[src/rtl/coherence_bus_arbiter_pkg.sv]
// Shared types for the L2/L3 coherence arbiter.
//   mesi_state_t : 2-bit MESI encoding used on snoop_state and resp_state
//   arb_state_t  : arbiter FSM states, also visible on dbg_state
package cache_config;
  localparam int MESI_STATE_WIDTH       = 2;
  localparam int ADDRESS_WIDTH          = 32;
  localparam int MAIN_MEMORY_DATA_WIDTH = 32;

  typedef enum logic [MESI_STATE_WIDTH-1:0] {
    MESI_I = 2'b00,
    MESI_S = 2'b01,
    MESI_E = 2'b10,
    MESI_M = 2'b11
  } mesi_state_t;

  typedef enum logic [1:0] {
    IDLE  = 2'd0,
    SNOOP = 2'd1,
    WB    = 2'd2,
    RESP  = 2'd3
  } arb_state_t;
endpackage

[src/rtl/coherence_bus_arbiter_rr_priority_picker.sv]
// Combinational round-robin picker.
//   req   : request vector
//   ptr   : index of the last winner; search starts at ptr+1 and wraps
//   grant : one-hot winner (all zero when req is empty)
//   index : binary index of the winner (0 when req is empty)
module rr_priority_picker #(
  parameter int N  = 4,
  parameter int IW = (N > 1) ? $clog2(N) : 1
) (
  input  logic [N-1:0]  req,
  input  logic [IW-1:0] ptr,
  output logic [N-1:0]  grant,
  output logic [IW-1:0] index
);

  logic [IW-1:0] cand;
  logic          found;

  always_comb begin
    grant = '0;
    index = '0;
    cand  = '0;
    found = 1'b0;
    // k runs 1..N so the previous winner is considered last.
    for (int k = 1; k <= N; k++) begin
      cand = IW'((int'(ptr) + k) % N);
      if (!found && req[cand]) begin
        found       = 1'b1;
        grant[cand] = 1'b1;
        index       = cand;
      end
    end
  end

endmodule

[src/rtl/coherence_bus_arbiter.sv]
// Snooping coherence arbiter between NUM_CACHES private L2s and the shared L3.
//   req_valid/req_is_write/req_addr : per-L2 requests, held until resp_valid
//   grant                           : one-hot bus owner, SNOOP entry through RESP
//   snoop_*                         : broadcast to every other L2, ack/state/data back
//   resp_*                          : one-cycle completion with installed MESI state
//   wb_*                            : writeback of Modified data on a read demotion
//   timeout_err                     : pulse on the last SNOOP cycle when acks are missing
//   dbg_state                       : current FSM state
// Handshake: resp_valid and timeout_err are single-cycle pulses with no back-pressure;
// wb_valid holds wb_addr/wb_data stable until the cycle wb_ready is sampled high.
module coherence_bus_arbiter
  import cache_config::*;
#(
  parameter int NUM_CACHES    = 4,
  parameter int ADDR_W        = ADDRESS_WIDTH,
  parameter int DATA_W        = MAIN_MEMORY_DATA_WIDTH,
  parameter int SNOOP_TIMEOUT = 15
) (
  input  logic                                   clk,
  input  logic                                   reset,
  input  logic [NUM_CACHES-1:0]                  req_valid,
  input  logic [NUM_CACHES-1:0]                  req_is_write,
  input  logic [NUM_CACHES*ADDR_W-1:0]           req_addr,
  output logic [NUM_CACHES-1:0]                  grant,
  output logic                                   snoop_valid,
  output logic [ADDR_W-1:0]                      snoop_addr,
  output logic                                   snoop_invalidate,
  output logic [NUM_CACHES-1:0]                  snoop_target,
  input  logic [NUM_CACHES-1:0]                  snoop_ack,
  input  logic [NUM_CACHES*MESI_STATE_WIDTH-1:0] snoop_state,
  input  logic [NUM_CACHES*DATA_W-1:0]           snoop_data,
  output logic                                   resp_valid,
  output logic [MESI_STATE_WIDTH-1:0]            resp_state,
  output logic                                   resp_data_valid,
  output logic [DATA_W-1:0]                      resp_data,
  output logic                                   wb_valid,
  output logic [ADDR_W-1:0]                      wb_addr,
  output logic [DATA_W-1:0]                      wb_data,
  input  logic                                   wb_ready,
  output logic                                   timeout_err,
  output arb_state_t                             dbg_state
);

  localparam int IW = (NUM_CACHES > 1) ? $clog2(NUM_CACHES) : 1;
  localparam int CW = $clog2(SNOOP_TIMEOUT + 1);
  localparam int SW = MESI_STATE_WIDTH;

  arb_state_t                   state_q, state_d;
  logic [NUM_CACHES-1:0]        grant_q, grant_d;
  logic [IW-1:0]                idx_q, idx_d, rr_q, rr_d;
  logic [ADDR_W-1:0]            addr_q, addr_d;
  logic                         wr_q, wr_d;
  logic [NUM_CACHES-1:0]        mask_q, mask_d;
  logic [CW-1:0]                cnt_q, cnt_d;
  logic [NUM_CACHES*SW-1:0]     st_q, st_d;
  logic [NUM_CACHES*DATA_W-1:0] dat_q, dat_d;
  mesi_state_t                  rstate_q, rstate_d;
  logic [DATA_W-1:0]            rdata_q, rdata_d;
  logic                         rdv_q, rdv_d;

  logic [NUM_CACHES-1:0]        pick_grant;
  logic [IW-1:0]                pick_idx;
  logic [NUM_CACHES-1:0]        new_ack;
  logic                         all_acked, last_cycle;
  logic                         m_found, s_found;
  logic [DATA_W-1:0]            m_data, s_data;

  rr_priority_picker #(.N(NUM_CACHES), .IW(IW)) u_picker (
    .req   (req_valid),
    .ptr   (rr_q),
    .grant (pick_grant),
    .index (pick_idx)
  );

  always_comb begin
    state_d     = state_q;
    grant_d     = grant_q;
    idx_d       = idx_q;
    rr_d        = rr_q;
    addr_d      = addr_q;
    wr_d        = wr_q;
    mask_d      = mask_q;
    cnt_d       = cnt_q;
    st_d        = st_q;
    dat_d       = dat_q;
    rstate_d    = rstate_q;
    rdata_d     = rdata_q;
    rdv_d       = rdv_q;
    new_ack     = '0;
    all_acked   = 1'b0;
    last_cycle  = 1'b0;
    timeout_err = 1'b0;
    m_found     = 1'b0;
    s_found     = 1'b0;
    m_data      = '0;
    s_data      = '0;

    unique case (state_q)
      IDLE: begin
        if (|req_valid) begin
          state_d = SNOOP;
          grant_d = pick_grant;
          idx_d   = pick_idx;
          addr_d  = req_addr[int'(pick_idx)*ADDR_W +: ADDR_W];
          wr_d    = req_is_write[pick_idx];
          mask_d  = '0;
          cnt_d   = '0;
        end
      end
      SNOOP: begin
        // Only first acks from targets are captured; the requester's own lane
        // and repeats are dropped.
        new_ack = snoop_ack & ~grant_q & ~mask_q;
        mask_d  = mask_q | new_ack;
        for (int i = 0; i < NUM_CACHES; i++) begin
          if (new_ack[i]) begin
            st_d[i*SW +: SW]         = snoop_state[i*SW +: SW];
            dat_d[i*DATA_W +: DATA_W] = snoop_data[i*DATA_W +: DATA_W];
          end
        end
        cnt_d      = cnt_q + CW'(1);
        all_acked  = (mask_d == ~grant_q);
        last_cycle = (cnt_q == CW'(SNOOP_TIMEOUT - 1));
        if (all_acked || last_cycle) begin
          timeout_err = !all_acked;
          // Descending scan so the lowest-index holder overwrites last and wins.
          // Unacked lanes are excluded, which treats them as Invalid.
          for (int i = NUM_CACHES - 1; i >= 0; i--) begin
            if (mask_d[i]) begin
              if (st_d[i*SW +: SW] == MESI_M) begin
                m_found = 1'b1;
                m_data  = dat_d[i*DATA_W +: DATA_W];
              end else if (st_d[i*SW +: SW] == MESI_S || st_d[i*SW +: SW] == MESI_E) begin
                s_found = 1'b1;
                s_data  = dat_d[i*DATA_W +: DATA_W];
              end
            end
          end
          rdv_d   = m_found || s_found;
          rdata_d = m_found ? m_data : (s_found ? s_data : '0);
          if (wr_q) begin
            // Dirty ownership moves to the writer, so L3 is not updated.
            rstate_d = MESI_M;
            state_d  = RESP;
          end else if (m_found) begin
            rstate_d = MESI_S;
            state_d  = WB;
          end else begin
            rstate_d = s_found ? MESI_S : MESI_E;
            state_d  = RESP;
          end
        end
      end
      WB: begin
        if (wb_ready) state_d = RESP;
      end
      RESP: begin
        rr_d    = idx_q;
        grant_d = '0;
        state_d = IDLE;
      end
      default: state_d = IDLE;
    endcase
  end

  always_ff @(posedge clk or negedge reset) begin
    if (!reset) begin
      state_q  <= IDLE;
      grant_q  <= '0;
      idx_q    <= '0;
      rr_q     <= IW'(NUM_CACHES - 1);
      addr_q   <= '0;
      wr_q     <= 1'b0;
      mask_q   <= '0;
      cnt_q    <= '0;
      st_q     <= '0;
      dat_q    <= '0;
      rstate_q <= MESI_I;
      rdata_q  <= '0;
      rdv_q    <= 1'b0;
    end else begin
      state_q  <= state_d;
      grant_q  <= grant_d;
      idx_q    <= idx_d;
      rr_q     <= rr_d;
      addr_q   <= addr_d;
      wr_q     <= wr_d;
      mask_q   <= mask_d;
      cnt_q    <= cnt_d;
      st_q     <= st_d;
      dat_q    <= dat_d;
      rstate_q <= rstate_d;
      rdata_q  <= rdata_d;
      rdv_q    <= rdv_d;
    end
  end

  // Outputs are qualified by state so idle cycles show zeros rather than stale data.
  assign grant            = grant_q;
  assign snoop_valid      = (state_q == SNOOP);
  assign snoop_addr       = snoop_valid ? addr_q : '0;
  assign snoop_invalidate = snoop_valid & wr_q;
  assign snoop_target     = snoop_valid ? ~grant_q : '0;
  assign resp_valid       = (state_q == RESP);
  assign resp_state       = resp_valid ? rstate_q : MESI_I;
  assign resp_data_valid  = resp_valid & rdv_q;
  assign resp_data        = resp_valid ? rdata_q : '0;
  // The writeback line is the M holder's data, which is also the response data.
  assign wb_valid         = (state_q == WB);
  assign wb_addr          = wb_valid ? addr_q : '0;
  assign wb_data          = wb_valid ? rdata_q : '0;
  assign dbg_state        = state_q;

endmodule

[config.mk]
export PLATFORM = sky130hd
export DESIGN_NAME = coherence_bus_arbiter
export DESIGN_NICKNAME = d
export VERILOG_FILES = /design/src/rtl/coherence_bus_arbiter_pkg.sv /design/src/rtl/coherence_bus_arbiter_rr_priority_picker.sv /design/src/rtl/coherence_bus_arbiter.sv
export SDC_FILE = /design/constraint.sdc
export NUM_CORES = 1
export LEC_CHECK = 0
export CAP_MARGIN = 20
export CORE_MARGIN = 2
export CORE_UTILIZATION = 45
export CTS_CLUSTER_DIAMETER = 50
export CTS_CLUSTER_SIZE = 28
export DETAILED_ROUTE_END_ITERATION = 8
export PLACE_DENSITY = 0.77
export SLEW_MARGIN = 20
export SYNTH_ARGS = -nofsm -noshare
export SYNTH_HDL_FRONTEND = slang
export SYNTH_HIERARCHICAL = 1
export SYNTH_SLANG_ARGS = --single-unit
export TNS_END_PERCENT = 20
[constraint.sdc]
create_clock -name clk -period 5 [get_ports clk]
set_clock_uncertainty 0.15 [all_clocks]
set_input_delay 1 -clock clk [delete_from_list [all_inputs] [get_ports clk]]
set_output_delay 1 -clock clk [all_outputs]
set_load 0.02 [all_outputs]
==> Yosys cells after proc, flatten, opt, wreduce, memory -nomap -nowiden <==
Cells that the tools add are included.
{ "word_totals": {"ff_bits": 222, "in_bits": 279, "out_inout_bits": 146, "word_cells": 194} }
{ "classes": {"n_addsub": 5, "magnitude_cmp": 9, "n_eq_ne": 20, "shifts": 1, "n_mux": 110, "n_bitwise": 10, "reduce_logical": 26} }
{ "op_table": {"columns": ["op", "n"], "rows": [
  ["32-bit 2-to-1 mux", 31],
  ["128-bit by 8-bit variable part select with 32-bit output", 1],
  ["1-bit 2-to-1 mux", 40],
  ["2-bit 2-to-1 mux", 19],
  ["4-bit 2-to-1 mux", 7],
  ["4-bit case mux with 2 select lines", 3],
  ["2-bit equality test (second input constant)", 10],
  ["4-bit bitwise OR", 4],
  ["2-bit by 3-bit less-than comparator with 1-bit output (second input constant)", 5],
  ["1-bit binary-select mux with 2-bit select", 5],
  ["2-bit by 1-bit equality test with 1-bit output (second input constant)", 5],
  ["4-bit bitwise AND", 2],
  ["1-bit demux with 2-bit select", 4],
  ["2-bit by 1-bit >= comparator with 1-bit output (second input constant)", 4],
  ["4-bit NOT", 2],
  ["2-bit case mux with 4 select lines", 1],
  ["2-bit AND reduction", 4],
  ["1-bit logical AND", 7],
  ["1-bit logical OR", 6],
  ["2-bit by 1-bit adder with 2-bit output (second input constant)", 2],
  ["2-bit adder (second input constant)", 2],
  ["4-bit by 1-bit adder with 4-bit output (second input constant)", 1],
  ["4-bit equality test", 1],
  ["4-bit equality test (second input constant)", 1],
  ["other kinds (8)", 14]
]} }

==> Logic depth before layout (Yosys ltp) <==
Gate-level depths: netlist of run 1.
{ "logic_depth": {"ltp_word": 24, "ltp_mapped": 13, "depth_no_buf": 10} }

==> By module <==
The synthesis of run 1 kept the hierarchy.
{ "modules_own_cells": {"columns": ["module", "instances", "cells_each", "area_each_um2", "seq_area_each_um2"], "rows": [
  ["coherence_bus_arbiter", 1, 1221, 13685.6, 5557.8],
  ["rr_priority_picker", 1, 68, 545.5, 0.0]
]} }

==> Worst setup path before layout of run 1 <==
Ideal clock, no wire load.
{ "synth_path": {"path_type": "flip-flop to flip-flop", "startpoint": "reg rr_q[0]", "endpoint": "reg addr_q[31]", "setup_time_ps": 125, "t_arrival_ps": 3196, "required_time_ps": 4725, "slack_ps": 1530, "path_stages_with_launch": 13, "n_path_buf": 4, "period_less_slack_ps": 3470, "path_cell_list": "dfstp_2 buf_4 inv_1 ha_1 buf_4 nor2b_1 a22oi_1 o211ai_1 a21oi_1 clkbuf_1 buf_2 mux4_2 mux2_2"} }
{ "synth_between": {"elab_chain_len": 14, "elab_cells_between_ends": 26, "cone_classes": "add/sub (4); shift (1); mux (15); reduce/logical (6)"} }
{ "synth_rtl": {"columns": ["element", "line", "rtl"], "rows": [
  ["from (decl)", "coherence_bus_arbiter.sv:50", "logic [IW-1:0] idx_q, idx_d, rr_q, rr_d;"],
  ["from (signal assigned)", "coherence_bus_arbiter.sv:171", "rr_q <= IW'(NUM_CACHES - 1);"],
  ["from (signal assigned)", "coherence_bus_arbiter.sv:185", "rr_q <= rr_d;"],
  ["2-bit by 1-bit adder with 2-bit output", "coherence_bus_arbiter_rr_priority_picker.sv:26", "cand = IW'((int'(ptr) + k) % N);"],
  ["1-bit binary-select mux with 2-bit select", "coherence_bus_arbiter_rr_priority_picker.sv:27", "if (!found && req[cand]) begin"],
  ["1-bit 2-to-1 mux (not written as such)", "coherence_bus_arbiter_rr_priority_picker.sv:27", null],
  ["1-bit 2-to-1 mux", "coherence_bus_arbiter_rr_priority_picker.sv:27", null],
  ["1-bit zero test", "coherence_bus_arbiter_rr_priority_picker.sv:27", null],
  ["1-bit logical AND", "coherence_bus_arbiter_rr_priority_picker.sv:27", null],
  ["1-bit 2-to-1 mux", "coherence_bus_arbiter_rr_priority_picker.sv:27", null],
  ["1-bit zero test", "coherence_bus_arbiter_rr_priority_picker.sv:27", null],
  ["1-bit logical AND", "coherence_bus_arbiter_rr_priority_picker.sv:27", null],
  ["1-bit 2-to-1 mux", "coherence_bus_arbiter_rr_priority_picker.sv:27", null],
  ["1-bit zero test", "coherence_bus_arbiter_rr_priority_picker.sv:27", null],
  ["1-bit logical AND", "coherence_bus_arbiter_rr_priority_picker.sv:27", null],
  ["2-bit 2-to-1 mux (*)", "coherence_bus_arbiter_rr_priority_picker.sv:27", null],
  ["net pick_idx[0]", "coherence_bus_arbiter.sv:62", "logic [IW-1:0] pick_idx;"],
  ["128-bit by 8-bit variable part select with 32-bit output (*)", "coherence_bus_arbiter.sv:104", "addr_d = req_addr[int'(pick_idx)*ADDR_W +: ADDR_W];"],
  ["to (signal assigned)", "coherence_bus_arbiter.sv:186", "addr_q <= addr_d;"],
  ["to (decl)", "coherence_bus_arbiter.sv:51", "logic [ADDR_W-1:0] addr_q, addr_d;"]
]} }
The timed path passes the listed nets; every way through them passes the cells marked *. The select of a mux whose other input is x is not followed.
A chain may end at the register's enable or synchronous reset.

==> Final worst setup path of run 1 <==
{ "layout_path": {"startpoint": "reg state_q[0] (netlist: dbg_state[0])", "endpoint": "out snoop_addr[17]"} }
{ "layout_between": {"elab_chain_len": 2} }
{ "layout_rtl": {"columns": ["element", "line", "rtl"], "rows": [
  ["from (decl)", "coherence_bus_arbiter.sv:48", "arb_state_t state_q, state_d;"],
  ["from (signal assigned)", "coherence_bus_arbiter.sv:182", "state_q <= state_d;"],
  ["2-bit by 1-bit equality test with 1-bit output", "coherence_bus_arbiter.sv:200", "assign snoop_valid = (state_q == SNOOP);"],
  ["32-bit 2-to-1 mux", "coherence_bus_arbiter.sv:201", "assign snoop_addr = snoop_valid ? addr_q : '0;"],
  ["to (decl)", "coherence_bus_arbiter.sv:26", "output logic [ADDR_W-1:0] snoop_addr,"]
]} }
No other way between the ends.

==> flow_summary.json, run 1 <==
{
  "cts_tree": "yes",
  "vias_per_cell": 6.10,
  "intPower_mw": 7.24,
  "worst-setup-path-type": "flip-flop to primary output",
  "rows": 65,
  "port_buffers": 424,
  "multiInputGateArea_um2": 8160,
  "cp.arrival_ns": 2.97,
  "dp_slack_ns": 0.488,
  "seq_area_um2": 5560,
  "routedWlPerCell_um": 23.6,
  "maxSlewHeadroom": 0.339,
  "rsz0062_at_grt": "no",
  "setup-violations-final": 0,
  "dp_hpwl_mm": 35.6,
  "grt_antenna_before_repair": 4,
  "period_minus_slack_ns": 4.12,
  "post-route-period-util": 0.823,
  "fmax_mhz": 243,
  "track_usage": 0.294,
  "num-fill-cells": 2521,
  "hold_path.class": "input port to async pin",
  "seq_area_frac_synth": 0.391,
  "ant_nets": 0,
  "die_width_um": 182,
  "power.leakage_nw": 7.82,
  "gp_congestion": 0.882,
  "grt.overflow.total": 0,
  "initial_utilization": 0.455,
  "layoutNonFillerInstCount": 2091,
  "drc": 0,
  "final_hold_viol_count": 0,
  "fin_tns_setup_ns": 0,
  "grt_max_degree": 127,
  "drv_slew": 0,
  "synth_area_um2": 14200,
  "cts_made_buffers": 28,
  "power.density_nw_per_um2": 647,
  "final_nets": 1961,
  "io_pins": 425,
  "vdd_ir_drop_max_v": 0.000361,
  "synthToLayoutAreaGrowth_pct": 39.0,
  "vias": 12800,
  "core-area_um2": 31300,
  "switching_share": 0.434,
  "path_clk_slew_ns": 0.06,
  "synth.ff_latch_count": 222,
  "pwr-share-seq": 0.263,
  "clock_sinks": 222,
  "worst_setup_path_end_kind": "primary output",
  "crit_path_start_kind": "flip-flop",
  "clkPwrFrac": 0.159,
  "finalPower_mw": 12.8,
  "outcome": "finished clean",
  "dr.pass1.iters": 6,
  "grt_pass1_vias": 13300,
  "first_iter_violations": 1162,
  "cp_max_fo": 35,
  "worstMarginPinSlew_ns": 0.991,
  "post_cts_buffers": 0,
  "synth_ff_type": "dfrtp_1",
  "ctsResizeCount": 0,
  "avgSynthCellArea_um2": 11.0,
  "die-area_um2": 33100,
  "fin_ws_ns": 0.884,
  "p_switching_mw": 5.56,
  "synthesis.nets": 1587,
  "dp_cells": 2033,
  "final_util": 0.632,
  "h-tree-depth": 1,
  "crit_required_ns": 3.85,
  "p_comb_frac": 0.578,
  "clk_latency_ns": 0.55,
  "cts.path.max_buffers": 3,
  "synth_edf_count": 0,
  "cts_root_buf": "clkbuf_16",
  "synthArstFlopShare": 1.00,
  "ys_warn_count": 6,
  "postCtsHoldBufs": 0,
  "drv_cap": 0,
  "die_y_um": 182,
  "layout-drive-gt1-share": 0.184,
  "yosysUniqueCellTypes": 65,
  "synthesis.instances": 1289,
  "drt_wl_total_mm": 49.3,
  "grt_pass1_wl_mm": 75.6
}
==> Yosys cell counts (all sizes together), types with 3 or more instances <==
master / n / area share
buf: 57 / 0.024
and2: 136 / 0.060
nand2b: 4 / 0.0019
nand2: 60 / 0.016
ha: 19 / 0.017
o211ai: 66 / 0.035
nor2b: 12 / 0.0055
mux2: 182 / 0.14
a221o: 4 / 0.0032
a22o: 4 / 0.0025
a22oi: 101 / 0.053
clkbuf: 58 / 0.015
a21oi: 3 / 0.0011
nor2: 21 / 0.0066
inv: 12 / 0.0032
dfrtp: 220 / 0.39
mux4: 35 / 0.055
nor3: 8 / 0.0040
a21boi: 3 / 0.0018
o21ai: 21 / 0.0082
nand3: 34 / 0.012
mux2i: 130 / 0.091
o22ai: 66 / 0.029
and3: 3 / 0.0013
==> cell usage in the layout, fill, tap and decap left out, drive strengths merged, types with 2 or more instances in the layout <==
master / synthesis / final
ha: 19 / 19
a31o: 2 / 2
clkinvlp: 0 / 2
nor2b: 12 / 12
dfstp: 2 / 2
inv: 12 / 19
nand2b: 4 / 4
a22o: 4 / 4
mux4: 35 / 35
clkinv: 0 / 7
a221o: 4 / 4
o31ai: 2 / 2
o211ai: 66 / 66
a221oi: 2 / 2
diode: 0 / 5
o21ai: 21 / 21
buf: 57 / 36
and2: 136 / 136
clkdlybuf4s50: 0 / 423
mux2: 182 / 182
and3: 3 / 3
mux2i: 130 / 130
nand2: 60 / 60
nand3: 34 / 34
o22ai: 66 / 66
dfrtp: 220 / 220
a31oi: 2 / 2
a21boi: 3 / 3
a22oi: 101 / 101
nor3b: 2 / 2
a21oi: 3 / 3
or3b: 2 / 2
nor3: 8 / 8
clkbuf: 58 / 34
nor2: 21 / 21
==> power groups by stage <==
stage	Sequential (mW)	Clock, mW	Combinational, mW
floorplan	3.12	0	4.96
finish	3.37	2.03	7.40
global route	3.48	2.13	7.90
CTS	3.37	2.06	7.34
global placement	3.34	0	7.11
detailed placement	3.39	0	7.31
==> final cells by class <==
cell class	instances	area share
multi-input cells	940	0.413
clock inverters	17	0.00854
repair buffers	459	0.231
diodes	5	0.000633
clock buffers	34	0.0387
flip-flops and latches	222	0.281
well taps	402	0.0254
inverters	12	0.00228
==> cells by family after synthesis <==
| group | Yosys count | share of synthesized area |
|---|---|---|
| buf+inv | 127 | 0.0421 |
| compound gates | 286 | 0.147 |
| mux | 347 | 0.291 |
| flops | 222 | 0.391 |
| fa+ha+maj | 19 | 0.0167 |
| simple gates | 288 | 0.113 |
==> sequential cells by signal (all words and copies together) (netlist names) <==
name	count
dat_q	128
grant	4
rstate_q	2
dbg_state	2
addr_q	32
idx_q	2
wr_q	1
rdata_q	32
rdv_q	1
st_q	8
mask_q	4
rr_q	2
cnt_q	4
==> worst max-delay path, cell delays in order (launching register included) <==
cell and delay, ns:
dfrtp_1 0.58, ha_2 0.54, buf_4 0.45, and2_1 0.20, clkdlybuf4s50_1 0.65
==> metal layers <==
layer | up-vias | track usage | part of all wire
li1 | 5614 | - | -
met2 | 748 | 0.513 | 0.50
met5 | - | 0 | 0
met4 | 0 | 0.144 | 0.048
met3 | 144 | 0.0538 | 0.080
met1 | 6246 | 0.349 | 0.37
==> through the flow <==
stage	instance area, um2	hold slack, ns
3_5_place_dp	18800	0.315
3_3_place_gp	18800	0.304
6_report	19800	0.166
2_1_floorplan	14200	0.288
4_1_cts	19700	0.331
5_1_grt	19800	0.166
==> path summary, 6_finish.rpt <==
check,startpoint,endpoint,slack [ns],cells past startpoint
min reg2reg,rdv_q,rdv_q,0.33,2
max reg2reg,rr_q[0],addr_q[21],1.12,9
min,reset,dat_q[69],0.17,1
min in group clk,rdv_q,rdv_q,0.33,2
max in group asynchronous,reset,st_q[3],3.32,3
max,dbg_state[0],snoop_addr[17],0.88,4
Power figures use the tool's default switching activity.
==> run 2: changes to the inputs <==
==> constraint.sdc (replaced) <==
create_clock -name clk -period 3.87 [get_ports clk]
set_clock_uncertainty 0.15 [all_clocks]
set_input_delay 0.774 -clock clk [delete_from_list [all_inputs] [get_ports clk]]
set_output_delay 0.774 -clock clk [all_outputs]
set_load 0.02 [all_outputs]
==> run 2 against run 1 <==
Clock-buffer cell count down 4; global-route usage down 0.31 points; sequential share of layout area down 0.42 points; power up 33%; wire length up 0.39%; core utilization up 0.95 points; cell count up 0.96%; clock power up 37%; die area unchanged; hold slack worse by 0.078 ns; sequential cell count unchanged.
==> flow_summary.json, run 2 (synthesis gave the netlist of run 1 again) <==
{
  "cts_root_buf": "clkbuf_16",
  "final_hold_viol_count": 0,
  "clock_sinks": 222,
  "cpPeakStageDelay_ns": 0.65,
  "outcome": "finished clean",
  "ff2ff_setup_slack_ns": 0.33,
  "post-route-period-util": 0.950,
  "largest_register_ffs": 128,
  "synthToLayoutAreaGrowth_pct": 41.1,
  "worst-setup-path-type": "flip-flop to primary output",
  "fin_tns_setup_ns": 0,
  "core-area_um2": 31300,
  "cts_made_buffers": 29,
  "hold_ws_ns": 0.0882,
  "track_usage": 0.291,
  "rsz0062_at_grt": "no",
  "reg.largest.list": "dat_q x128, addr_q x32, rdata_q x32",
  "port_buffers": 424,
  "setup-violations-final": 0,
  "fmax_mhz": 272,
  "layout_commonest_cell": "clkdlybuf4s50_1",
  "finalPower_mw": 17.0,
  "power.leakage_nw": 7.94,
  "die_y_um": 182,
  "h-tree-depth": 1,
  "die-area_um2": 33100,
  "crit_required_ns": 2.95,
  "grt_max_degree": 98,
  "path_clk_slew_ns": 0.06,
  "maxSlewHeadroom": 0.479,
  "worstMarginPinSlew_ns": 0.782,
  "die_width_um": 182,
  "vias": 12800,
  "hold_path.class": "input port to async pin",
  "vias_per_cell": 6.04,
  "gp_congestion": 0.890,
  "power.density_nw_per_um2": 845,
  "vdd_ir_drop_max_v": 0.000814,
  "postCtsHoldBufs": 0,
  "rows": 65,
  "cts.path.max_buffers": 3,
  "drv_cap": 0,
  "worst_r2r_path_depth": 9,
  "max_flop_register": "dat_q",
  "drc": 0,
  "cts_tree": "yes",
  "worst_setup_path_end_kind": "primary output",
  "grt_pass1_vias": 13300,
  "layout-drive-gt1-share": 0.193,
  "ant_nets": 0,
  "grt_pass1_wl_mm": 74.6,
  "period_minus_slack_ns": 3.67,
  "cp_slowest_cell": "clkdlybuf4s50_1",
  "num-fill-cells": 2476,
  "first_iter_violations": 1069,
  "final_nets": 1978,
  "drv_slew": 0,
  "crit_path_start_kind": "flip-flop",
  "dp_hpwl_mm": 35.6,
  "most-common-layout-cells": "423 x clkdlybuf4s50_1, 220 x dfrtp_1, 154 x mux2_2, 133 x and2_1, 130 x mux2i_1",
  "initial_utilization": 0.455,
  "drt_wl_total_mm": 49.5,
  "io_pins": 425,
  "post_cts_buffers": 0,
  "dr.pass1.iters": 5,
  "ctsResizeCount": 0,
  "grt.overflow.total": 0,
  "clk_latency_ns": 0.55,
  "grt_antenna_before_repair": 7,
  "routedWlPerCell_um": 23.4,
  "cp_max_fo": 54,
  "cp.arrival_ns": 2.75,
  "crit_chain": "inv_1 -> ha_2 -> buf_4 -> and2_1 -> clkdlybuf4s50_1"
}
-- run 2: final timing paths --
kind	to	startpoint
setup / recovery	snoop_addr[17]	dbg_state[1]
hold / removal	rdata_q[5]	reset
setup reg to reg	addr_q[31]	rr_q[0]
hold reg to reg	idx_q[1]	idx_q[1]
max in group asynchronous	rr_q[1]	reset
min in group clk	idx_q[1]	idx_q[1]
-- run 2: area by class of cell --
cell class,count,area (um2),area share
diodes,9,22.5,0.00112
well taps,402,503,0.0251
flip-flops and latches,222,5560,0.277
inverters,12,45.0,0.00224
multi-input cells,940,8160,0.407
clock buffers,30,729,0.0363
repair buffers,475,4790,0.239
clock inverters,21,267,0.0133
-- run 2: worst max-delay path, delay by kind of cell, from the launching register on --
| kind | cells | cell delay [ns] |
|---|---|---|
| adder cells (fa/ha/maj) | 1 | 0.19 |
| buffers and inverters | 3 | 1.28 |
| flip-flops | 1 | 0.51 |
| AND/OR/NAND/NOR | 1 | 0.22 |
-- run 2: routing by layer --
metal | GRT usage | vias to the layer above | wire [um]
met5 | 0 | - | 0
met4 | 0.145 | 0 | 2440
met3 | 0.0515 | 152 | 3930
met2 | 0.521 | 703 | 25200
met1 | 0.334 | 6231 | 17900
li1 | - | 5667 | -
-- run 2: stage by stage --
step | instances | instance area [um2] | setup WS (ns) | util
global placement | 2050 | 19000 | 0.149 | 0.608
floorplan | 1289 | 14200 | 0.400 | -
finish | 2111 | 20100 | 0.195 | 0.641
CTS | 2101 | 20000 | 0.0916 | 0.640
detailed placement | 2050 | 19000 | 0.136 | 0.608
global route | 2109 | 20100 | 0.0724 | 0.641
-- run 2: where the power goes --
part	switching (mW)	leakage, nW	total (mW)	internal [mW]
logic	5.25	4.78	9.82	4.56
registers	0.889	2.69	4.37	3.48
clock network	1.12	0.470	2.79	1.67
total	7.26	7.94	17.0	9.71
==> run 3: changes to the inputs <==
--- a/config.mk
+++ b/config.mk
@@ -6,7 +6,7 @@
 export NUM_CORES = 1
 export LEC_CHECK = 0
 export CAP_MARGIN = 20
-export CORE_MARGIN = 2
+export CORE_MARGIN = 5
 export CORE_UTILIZATION = 45
 export CTS_CLUSTER_DIAMETER = 50
 export CTS_CLUSTER_SIZE = 28
==> run 3 against run 2 <==
First-iteration DRC count shrank 2.1%; setup slack lost 0.050 ns; sequential cell count is the same; core utilization shrank 0.42 points; power shrank 0.19%; sequential power shrank 1%; clock-buffer cell count grew 4; non-clock buffer count shrank 7; critical endpoint is now timeout_err; largest cell class unchanged.
==> flow_summary.json, run 3 (synthesis gave the netlist of run 1 again) <==
{
  "outcome": "finished clean",
  "final_hold_viol_count": 0,
  "worst_r2r_path_depth": 9,
  "grt_antenna_before_repair": 8,
  "grt_pass1_wl_mm": 79.9,
  "drt_wl_total_mm": 52.7,
  "dr_wl_met2_mm": 27.1,
  "port_buffers": 424,
  "drv_slew": 0,
  "most-common-layout-cells": "423 x clkdlybuf4s50_1, 220 x dfrtp_1, 154 x mux2_2, 133 x and2_1, 130 x mux2i_1",
  "reg2reg_to": "addr_q[28]",
  "worst_setup_path_end_kind": "primary output",
  "num-fill-cells": 2459,
  "synthToLayoutAreaGrowth_pct": 40.5,
  "grt.overflow.total": 0,
  "post_cts_buffers": 0,
  "route.met3.wl_mm": 3.62,
  "vdd_ir_drop_max_v": 0.000738,
  "final_nets": 1971,
  "grt_pass1_vias": 13500,
  "dp_hpwl_mm": 39.0,
  "vias": 12700,
  "layout-drive-gt1-share": 0.190,
  "cts.path.max_buffers": 3,
  "vias_per_cell": 6.06,
  "routed.top_layer": "met4",
  "cp.arrival_ns": 2.80,
  "fin_tns_setup_ns": 0,
  "core-area_um2": 31400,
  "final_util": 0.637,
  "die_y_um": 188,
  "crit_required_ns": 2.95,
  "ff2ff_setup_slack_ns": 0.24,
  "cts_root_buf": "clkbuf_16",
  "rsz0062_at_grt": "no",
  "largest_register_ffs": 128,
  "period_minus_slack_ns": 3.72,
  "grt_max_degree": 92,
  "initial_utilization": 0.453,
  "cp_max_fo": 3,
  "die-area_um2": 35300,
  "clock_sinks": 222,
  "drc": 0,
  "routedWlPerCell_um": 25.0,
  "worstMarginPinSlew_ns": 0.827,
  "power.density_nw_per_um2": 847,
  "first_iter_violations": 1047,
  "reg.largest.list": "dat_q x128, addr_q x32, rdata_q x32",
  "hold_path.class": "input port to async pin",
  "layout_commonest_cell": "clkdlybuf4s50_1",
  "drv_cap": 0,
  "ant_nets": 0,
  "maxSlewHeadroom": 0.449,
  "rows": 65,
  "cts_made_buffers": 29,
  "dr.pass1.iters": 6,
  "track_usage": 0.288,
  "max_flop_register": "dat_q",
  "layoutNonFillerInstCount": 2105,
  "crit_path_start_kind": "input port",
  "ctsResizeCount": 0,
  "h-tree-depth": 1,
  "post-route-period-util": 0.963,
  "path_clk_slew_ns": 0.07,
  "setup-violations-final": 0,
  "die_width_um": 188,
  "r2r-start": "rr_q[1]",
  "power.leakage_nw": 7.91,
  "fmax_mhz": 268,
  "clk_latency_ns": 0.54,
  "wl_met1_mm": 19.0,
  "worst-setup-path-type": "input port to primary output",
  "cts_tree": "yes",
  "gp_congestion": 0.881,
  "dp_cells": 2043,
  "postCtsHoldBufs": 0,
  "io_pins": 425
}
run 3: cell types whose count changed in the layout (fill, tap and decap cells not counted), sizes merged:
cell	change
inv	-1
clkbuf	+4
bufinv	-2
clkinvlp	-2
clkinv	+3
diode	-1
buf	-7
run 3: worst max-delay path by stage:
stage / from / endpoint / slack, ns / cells after the start
after global placement: snoop_ack[3] / timeout_err / 0.11 / 6
after detailed placement: snoop_ack[3] / rdata_q[12] / 0.07 / 11
after CTS: snoop_ack[0] / timeout_err / 0.12 / 6
final: snoop_ack[1] / timeout_err / 0.15 / 5
after global routing: rr_q[1] / addr_q[28] / 0.04 / 9
after floorplan: rr_q[0] / addr_q[31] / 0.40 / 12
run 3: critical path, cell delays in order:
cell	delay, ns
clkdlybuf4s50_1	0.45
o32a_1	0.41
a31o_2	0.25
nor2_1	0.24
clkdlybuf4s50_1	0.67
run 3: area by class of cell:
cell class,count,area [um2],share of cell area
clock inverters,19,213,0.0106
repair buffers,468,4730,0.237
inverters,12,45.0,0.00225
multi-input cells,940,8160,0.408
clock buffers,34,774,0.0387
well taps,402,503,0.0252
diodes,8,20.0,0.00100
flip-flops and latches,222,5560,0.278
run 3: routing by layer:
| layer | global-route usage | up-vias |
|---|---|---|
| met5 | 0 | - |
| met4 | 0.141 | 0 |
| met3 | 0.0493 | 155 |
| met2 | 0.521 | 677 |
| met1 | 0.329 | 6283 |
| li1 | - | 5631 |
run 3: per-stage QoR:
stage	instance area, um2	power, mW	worst slack (ns)	hold slack [ns]
after floorplan	14200	10.4	0.400	0.288
after global placement	19000	13.8	0.108	0.305
after detailed placement	19000	14.1	0.0717	0.312
after CTS	20000	16.9	0.121	0.141
after global routing	20000	17.8	0.0393	0.154
final	20000	16.9	0.145	0.111
run 3: power breakdown:
part	internal, mW	switching, mW	leakage, nW
Combinational	4.52	5.36	4.74
Sequential	3.48	0.839	2.69
Clock	1.60	1.14	0.472
